**src/rtl/watermark_pkg.sv**
```systemverilog
// Shared constants and types for the pixel result bus transmit path.
package watermark_pkg;

    localparam int Data_Depth = 8;
    localparam int ADDR_W     = 20;
    localparam int SIZE_W     = 10;
    localparam int MLOG_W     = 3;
    localparam int M_W        = 8;
    localparam int CNT_W      = 2 * SIZE_W;

    typedef enum logic [1:0] {
        IDLE,
        RUN,
        DRAIN,
        DONE
    } stream_st_t;

    function automatic logic [M_W-1:0] m_from_log2(input logic [MLOG_W-1:0] lg);
        return M_W'(1) << lg;
    endfunction

endpackage

```
**src/rtl/pix_skid_fifo.sv**
```systemverilog
// Two-entry pixel FIFO; push data is written on the clock edge, head is combinational.
// Push and pop on a full FIFO in the same cycle is legal; a push into a full FIFO without a pop is dropped.
module pix_skid_fifo
    import watermark_pkg::*;
#(
    parameter int W = Data_Depth
) (
    input  logic         clk,
    input  logic         rst,
    input  logic         push,
    input  logic [W-1:0] push_dat,
    input  logic         pop,
    output logic [W-1:0] pop_dat,
    output logic         full,
    output logic         empty,
    output logic [1:0]   count
);

    logic [W-1:0] mem [2];
    logic         wr_ptr;
    logic         rd_ptr;
    logic         do_push;
    logic         do_pop;

    assign full    = (count == 2'd2);
    assign empty   = (count == 2'd0);
    assign do_pop  = pop & ~empty;
    assign do_push = push & (~full | do_pop);
    assign pop_dat = mem[rd_ptr];

    always_ff @(posedge clk or negedge rst) begin
        if (!rst) begin
            mem[0] <= '0;
            mem[1] <= '0;
            wr_ptr <= 1'b0;
            rd_ptr <= 1'b0;
            count  <= 2'd0;
        end else begin
            // When full, wr_ptr equals rd_ptr: the head is read before being overwritten.
            if (do_push) begin
                mem[wr_ptr] <= push_dat;
                wr_ptr      <= ~wr_ptr;
            end
            if (do_pop) begin
                rd_ptr <= ~rd_ptr;
            end
            count <= count + 2'(do_push) - 2'(do_pop);
        end
    end

endmodule

```
**src/rtl/block_pixel_streamer.sv**
```systemverilog
// Streams an NxN image from RAM in MxM block order; first pixel two cycles after the read issue.
// Reads are throttled so the 2-entry FIFO never overflows; new_pixel/Pixel_Data hold while out_ready is low.
module block_pixel_streamer
    import watermark_pkg::*;
(
    input  logic                  clk,
    input  logic                  rst,
    input  logic                  start,
    input  logic [SIZE_W-1:0]     image_size,
    input  logic [MLOG_W-1:0]     m_log2,
    output logic                  mem_rd,
    output logic [ADDR_W-1:0]     mem_addr,
    input  logic [Data_Depth-1:0] mem_rdata,
    output logic                  new_pixel,
    output logic [Data_Depth-1:0] Pixel_Data,
    input  logic                  out_ready,
    output logic [M_W-1:0]        M,
    output logic                  Image_Done,
    output logic                  busy,
    output logic                  cfg_err
);

    stream_st_t        state;
    logic [SIZE_W-1:0] n_reg;
    logic [M_W-1:0]    mm1;
    logic [SIZE_W-1:0] nblk_m1;
    logic [CNT_W-1:0]  n_mm1;
    logic [CNT_W-1:0]  nn_m1;
    logic [ADDR_W-1:0] addr;
    logic [M_W-1:0]    col;
    logic [M_W-1:0]    row;
    logic [SIZE_W-1:0] blk;
    logic [SIZE_W-1:0] strip;
    logic              rd_pend;
    logic [CNT_W-1:0]  pix_cnt;

    logic [M_W-1:0]    m_req;
    logic              cfg_ok;
    logic              fifo_full;
    logic              fifo_empty;
    logic [1:0]        fifo_cnt;
    logic              hs;
    logic              col_end;
    logic              row_end;
    logic              blk_end;
    logic              strip_end;

    assign m_req  = m_from_log2(m_log2);
    assign cfg_ok = (image_size != '0)
                  && (SIZE_W'(m_req) <= image_size)
                  && ((image_size & SIZE_W'(m_req - M_W'(1))) == '0);

    assign new_pixel = ~fifo_empty;
    assign hs        = new_pixel & out_ready;

    // Reserve a FIFO slot for every read in flight, crediting the slot freed by this cycle's pop.
    assign mem_rd   = (state == RUN)
                    && ((3'(fifo_cnt) + 3'(rd_pend)) < (3'd2 + 3'(hs)));
    assign mem_addr = addr;

    assign col_end   = (col == mm1);
    assign row_end   = (row == mm1);
    assign blk_end   = (blk == nblk_m1);
    assign strip_end = (strip == nblk_m1);

    pix_skid_fifo #(.W(Data_Depth)) u_fifo (
        .clk      (clk),
        .rst      (rst),
        .push     (rd_pend),
        .push_dat (mem_rdata),
        .pop      (hs),
        .pop_dat  (Pixel_Data),
        .full     (fifo_full),
        .empty    (fifo_empty),
        .count    (fifo_cnt)
    );

    always_ff @(posedge clk or negedge rst) begin
        if (!rst) begin
            state      <= IDLE;
            n_reg      <= '0;
            M          <= '0;
            mm1        <= '0;
            nblk_m1    <= '0;
            n_mm1      <= '0;
            nn_m1      <= '0;
            addr       <= '0;
            col        <= '0;
            row        <= '0;
            blk        <= '0;
            strip      <= '0;
            rd_pend    <= 1'b0;
            pix_cnt    <= '0;
            Image_Done <= 1'b0;
            busy       <= 1'b0;
            cfg_err    <= 1'b0;
        end else begin
            rd_pend    <= mem_rd;
            Image_Done <= 1'b0;
            cfg_err    <= 1'b0;
            if (hs) begin
                pix_cnt <= pix_cnt + CNT_W'(1);
            end

            case (state)
                IDLE: begin
                    if (start) begin
                        if (cfg_ok) begin
                            state   <= RUN;
                            busy    <= 1'b1;
                            n_reg   <= image_size;
                            M       <= m_req;
                            mm1     <= m_req - M_W'(1);
                            nblk_m1 <= (image_size >> m_log2) - SIZE_W'(1);
                            n_mm1   <= (CNT_W'(image_size) << m_log2) - CNT_W'(image_size);
                            nn_m1   <= CNT_W'(image_size) * CNT_W'(image_size) - CNT_W'(1);
                            addr    <= '0;
                            col     <= '0;
                            row     <= '0;
                            blk     <= '0;
                            strip   <= '0;
                            pix_cnt <= '0;
                        end else begin
                            cfg_err <= 1'b1;
                        end
                    end
                end

                RUN: begin
                    if (mem_rd) begin
                        if (!col_end) begin
                            addr <= addr + ADDR_W'(1);
                            col  <= col + M_W'(1);
                        end else if (!row_end) begin
                            addr <= addr + ADDR_W'(n_reg) - ADDR_W'(mm1);
                            col  <= '0;
                            row  <= row + M_W'(1);
                        end else if (!blk_end) begin
                            // Jump back up to the top-left pixel of the next block in this strip.
                            addr <= addr - ADDR_W'(n_mm1) + ADDR_W'(1);
                            col  <= '0;
                            row  <= '0;
                            blk  <= blk + SIZE_W'(1);
                        end else begin
                            addr  <= addr + ADDR_W'(1);
                            col   <= '0;
                            row   <= '0;
                            blk   <= '0;
                            strip <= strip + SIZE_W'(1);
                            if (strip_end) begin
                                state <= DRAIN;
                            end
                        end
                    end
                end

                DRAIN: begin
                    if (hs && (pix_cnt == nn_m1)) begin
                        state      <= DONE;
                        Image_Done <= 1'b1;
                        busy       <= 1'b0;
                    end
                end

                DONE: begin
                    state <= IDLE;
                end

                default: begin
                    state <= IDLE;
                end
            endcase
        end
    end

endmodule

```
**config.mk**
```make
export PLATFORM = sky130hd
export DESIGN_NAME = block_pixel_streamer
export DESIGN_NICKNAME = d
export VERILOG_FILES = /design/src/rtl/watermark_pkg.sv /design/src/rtl/pix_skid_fifo.sv /design/src/rtl/block_pixel_streamer.sv
export SDC_FILE = /design/constraint.sdc
export NUM_CORES = 1
export LEC_CHECK = 0
export CORE_UTILIZATION = 57
export DETAILED_ROUTE_END_ITERATION = 8
export PLACE_DENSITY = 0.79
export SYNTH_ARGS = -nofsm -noshare
export SYNTH_HDL_FRONTEND = slang
export SYNTH_HIERARCHICAL = 1
export SYNTH_SLANG_ARGS = --single-unit
```
**constraint.sdc**
```tcl
create_clock -name clk -period 3.1 [get_ports clk]
set_input_delay 0.465 -clock clk [delete_from_list [all_inputs] [get_ports clk]]
set_output_delay 0.465 -clock clk [all_outputs]
set_load 0.1 [all_outputs]
```
Word level (Yosys, flattened, before mapping). Cells that the tools add are included.

Word-level logic and storage cells: 152. Output and inout bits: 41. Register bits: 178. Input bits: 25.

Add/sub/neg operators: 19. Equality and inequality tests: 17. $lt $le $gt $ge: 5. Multiplexer cells: 56. Multiply operators: 1. Shift-type cells: 3. Reductions and logical operators: 18. Bitwise logic cells: 11.

Operators by type and width (count): $mux 20 (10); $mux 10 (10); $mux 8 (11); $add 20x1->20 const B (3); $pmux 10 s2 (2); $pmux 20 s2 (1); $pmux 8 s2 (2); $add 10x1->10 const B (2); $add 20x10->20 (1); $eq 10x10->1 (2); $eq 20x20->1 (1); $mul 10x10->20 (1); $shl 10x3->20 (1); $sub 20x1->20 const B (1); $sub 20x10->20 (1); $sub 20x20->20 (1); $sub 20x8->20 (1); $add 8x1->8 const B (2); $bwmux 16 (1); $eq 8x8->1 (2); $mux 2 (8); $ne 2x2->1 const B (8); $and 10x10->10 (1); $le 8x10->1 (1); other kinds (33) (56).

Logic depth before layout (Yosys ltp).
Depth in word-level cells: 8. Gate-level depth with buffers: 22.

Modules after synthesis. The synthesis kept the hierarchy.

By module, submodules not included: block_pixel_streamer (area an instance 14964.4 sq um, cells an instance 1757, seq. area each 3928.8 sq um, instances 1); pix_skid_fifo (area an instance 908.4 sq um, cells an instance 60, seq. area each 500.5 sq um, instances 1).

Worst setup path before layout. Ideal clock, no wire load.

Path kind: input to register. Start point: input port image_size[8]. End point: register nn_m1[19]. Setup time: 133 ps. Arrival: 5189 ps. Path slack: -2222 ps. Cell stages on the path: 20. Data required time: 2967 ps. Cell sequence: clkbuf_1 > clkbuf_1 > nand2_1 > ha_1 > fa_1 > inv_1 > fa_1 > fa_1 > inv_1 > fa_1 > inv_1 > ha_1 > nand4_1 > nor3_1 > nor2_1 > a311o_1 > o21ai_0 > o221ai_1 > xnor2_1 > o21ai_0.

Cells in the longest elaborated chain, start to end: 4. Elaborated cells between the ends (all ways): 9. Classes of those cells: 1 x add/sub; 1 x mul; 1 x order compare; 1 x bitwise; 5 x reduce/logical.

RTL lines: start: declaration (RTL line block_pixel_streamer.sv:9) `input logic [SIZE_W-1:0] image_size,`; branches (longest 4 deep; another with $mul 10x10->20); end signal: assignment (RTL line block_pixel_streamer.sv:116) `nn_m1 <= CNT_W'(image_size) * CNT_W'(image_size) - CNT_W'(1);`; end: declaration (RTL line block_pixel_streamer.sv:28) `logic [CNT_W-1:0] nn_m1;`.

Parallel ways; which one is timed is not known. A chain may end at the register's enable or synchronous reset.

Worst setup path after layout.
Start point: input port image_size[4]. End point: register nn_m1[16].

The elaborated chain is that of the path after synthesis.

==> metrics.txt <==
area of the multi-input gates 0.0112 sq mm; CP Capture Type flop; YS warnings 6; DR iter-0 viols 1377; post-DR vias/cell 5.81; fin nets 2401; final RePlAce weighted congestion slightly below 1; final hold vios 0; Setup crit start kind input pin; final worst-path cycle share 147%; final setup margin -1440 ps; Worst Hold Slack 482 ps; cell count after synthesis between 1500 and 2000; unrepaired setup endpoints after global routing true; vias in the first global route 15000; initial core utilization 58.5%; via count 14700; GR Overflow Total 0; Worst Path Max Fanout 3; Root Driver clkbuf_16; ANT cells 0; max-cap viol count 0; GR Util All Layers around 33%; crit path DAT just under 5000 ps; Final Max Slew Viols 0; worst vdd rail ir drop 0.829 mV; Routed WL 46200 microns; failing checks setup timing; global-route wire length before repair between 70000 and 80000 microns; DIE WIDTH 169 microns; drt drc 0; outcome complete, but fails checks; Inserted Clock Buffers 17; WL per Instance 18.2 microns; Pleak between 10 and 15 nW; CTS tree done; Fmax achieved 220 MHz; Clock Sinks 177; die height 169 microns; crit path kind input pin to flop; # rows 60; synthesized net count a little over 2000; Synth-to-Final Area Change 29.8%; # IOs 66; HP Class flop to flop; core area 0.0271 sq mm; Power Density ~1100 mW/mm^2; count of final setup violators 23; initial antenna violation count 0; Rel. slew slack about three fifths; Post-Syn Area per Cell 8.74 sq um; crit path time final approximately 4500 ps; Total Power 22.2 mW; Detailed Routing Iterations Pass 1 6; worst path required time roughly 3400 ps; share of cells above drive strength 1 28.2%; Antenna Nets Post-Route 0; Clk pin slew, worst setup/hold paths 70 ps; Skew-Pair Late Insertion Delay 440 ps; Post-Route Setup TNS -18480 ps; Least-Margin Pin Slew 562 ps; fillers 1826; DIE AREA 0.0285 sq mm; CTS HTree Levels 4; FF+latch area around 0.0045 sq mm; Cell Area, Synth 0.0159 sq mm; port bufs 65; Bufs on Longest Clock Path 2; largest net degree at the start of global routing 63; Final HPWL DP 35100 microns; worst clock skew 14.1 ps; DP Worst Slack -2540 ps
power by group:
part           switching [mW]  internal, mW  total [mW]  leakage (nW)
registers               0.533          2.82        3.35          2.33
clock network            1.04          1.06        2.10         0.258
logic                    9.14          7.56        16.7          7.47
total                    10.7          11.4        22.2          10.1
stage by stage:
stage | utilization [%] | std cells | area, sq um
finish | 76.0 | 2540 | 20600
global route | 76.0 | 2540 | 20600
CTS | 74.5 | 2526 | 20200
detailed placement | 70.8 | 2472 | 19200
global placement | 70.8 | 2472 | 19200
floorplan | - | 1816 | 16400
worst max-delay path, cell delays in order:
cell	delay, ps
buf_8	90
clkinvlp_4	110
buf_4	160
nor2_4	120
fa_1	450
fa_1	520
inv_1	50
fa_1	480
fa_1	500
fa_1	530
inv_2	50
ha_4	260
nand3_2	50
or3_4	400
a31oi_4	200
a21o_1	150
a21oi_2	50
xor2_1	150
o21ai_1	90
repair_timing:
action                     in CTS  in global routing
pin swaps                      87                 53
hold buffers                    1                  0
hold endpoints to repair       40                  0
setup endpoints to repair     149                 97
setup buffers                  22                 15
gates resized for setup       127                 72
final timing paths:
kind | cells past startpoint | from | slack (ps) | to
min in group asynchronous | 2 | rst | 510 | mem_addr[11]
worst min-delay path | 2 | n_mm1[7] | 480 | n_mm1[7]
worst max register to register | 15 | mem_addr[1] | -240 | mem_addr[8]
worst min register to register | 2 | n_mm1[7] | 480 | n_mm1[7]
max in group asynchronous | 4 | rst | 1680 | u_fifo/mem[11]
worst max-delay path | 19 | image_size[4] | -1440 | nn_m1[16]
routing by layer:
metal	part of all wire, %	global-route usage (%)	vias to the layer above
li1	-	-	6861
met1	41	43.6	7138
met2	48	54.7	619
met3	7.3	5.26	130
met4	4.0	14.2	0
met5	0	0	-
cell usage in the layout (no fill, tap or decap), types with 31 or more instances in the layout:
cell type	instances
xnor2_1	82
nor2_1	124
inv_1	185
xor2_1	81
nand2_1	196
o21ai_0	87
ha_1	140
dfrtp_1	165
o21ai_1	31
buf_4	335
mux2_2	34
fa_1	65
a21oi_1	61
nand3_1	47
final cells by class:
type | instances | area share, %
clock buffers | 19 | 2.10
clock inverters | 13 | 0.590
multi-input cells | 1374 | 54.6
flip-flops and latches | 177 | 21.6
repair buffers | 382 | 15.0
inverters | 203 | 3.86
well taps | 372 | 2.26
Note: power is estimated with default switching activity, not from simulation.
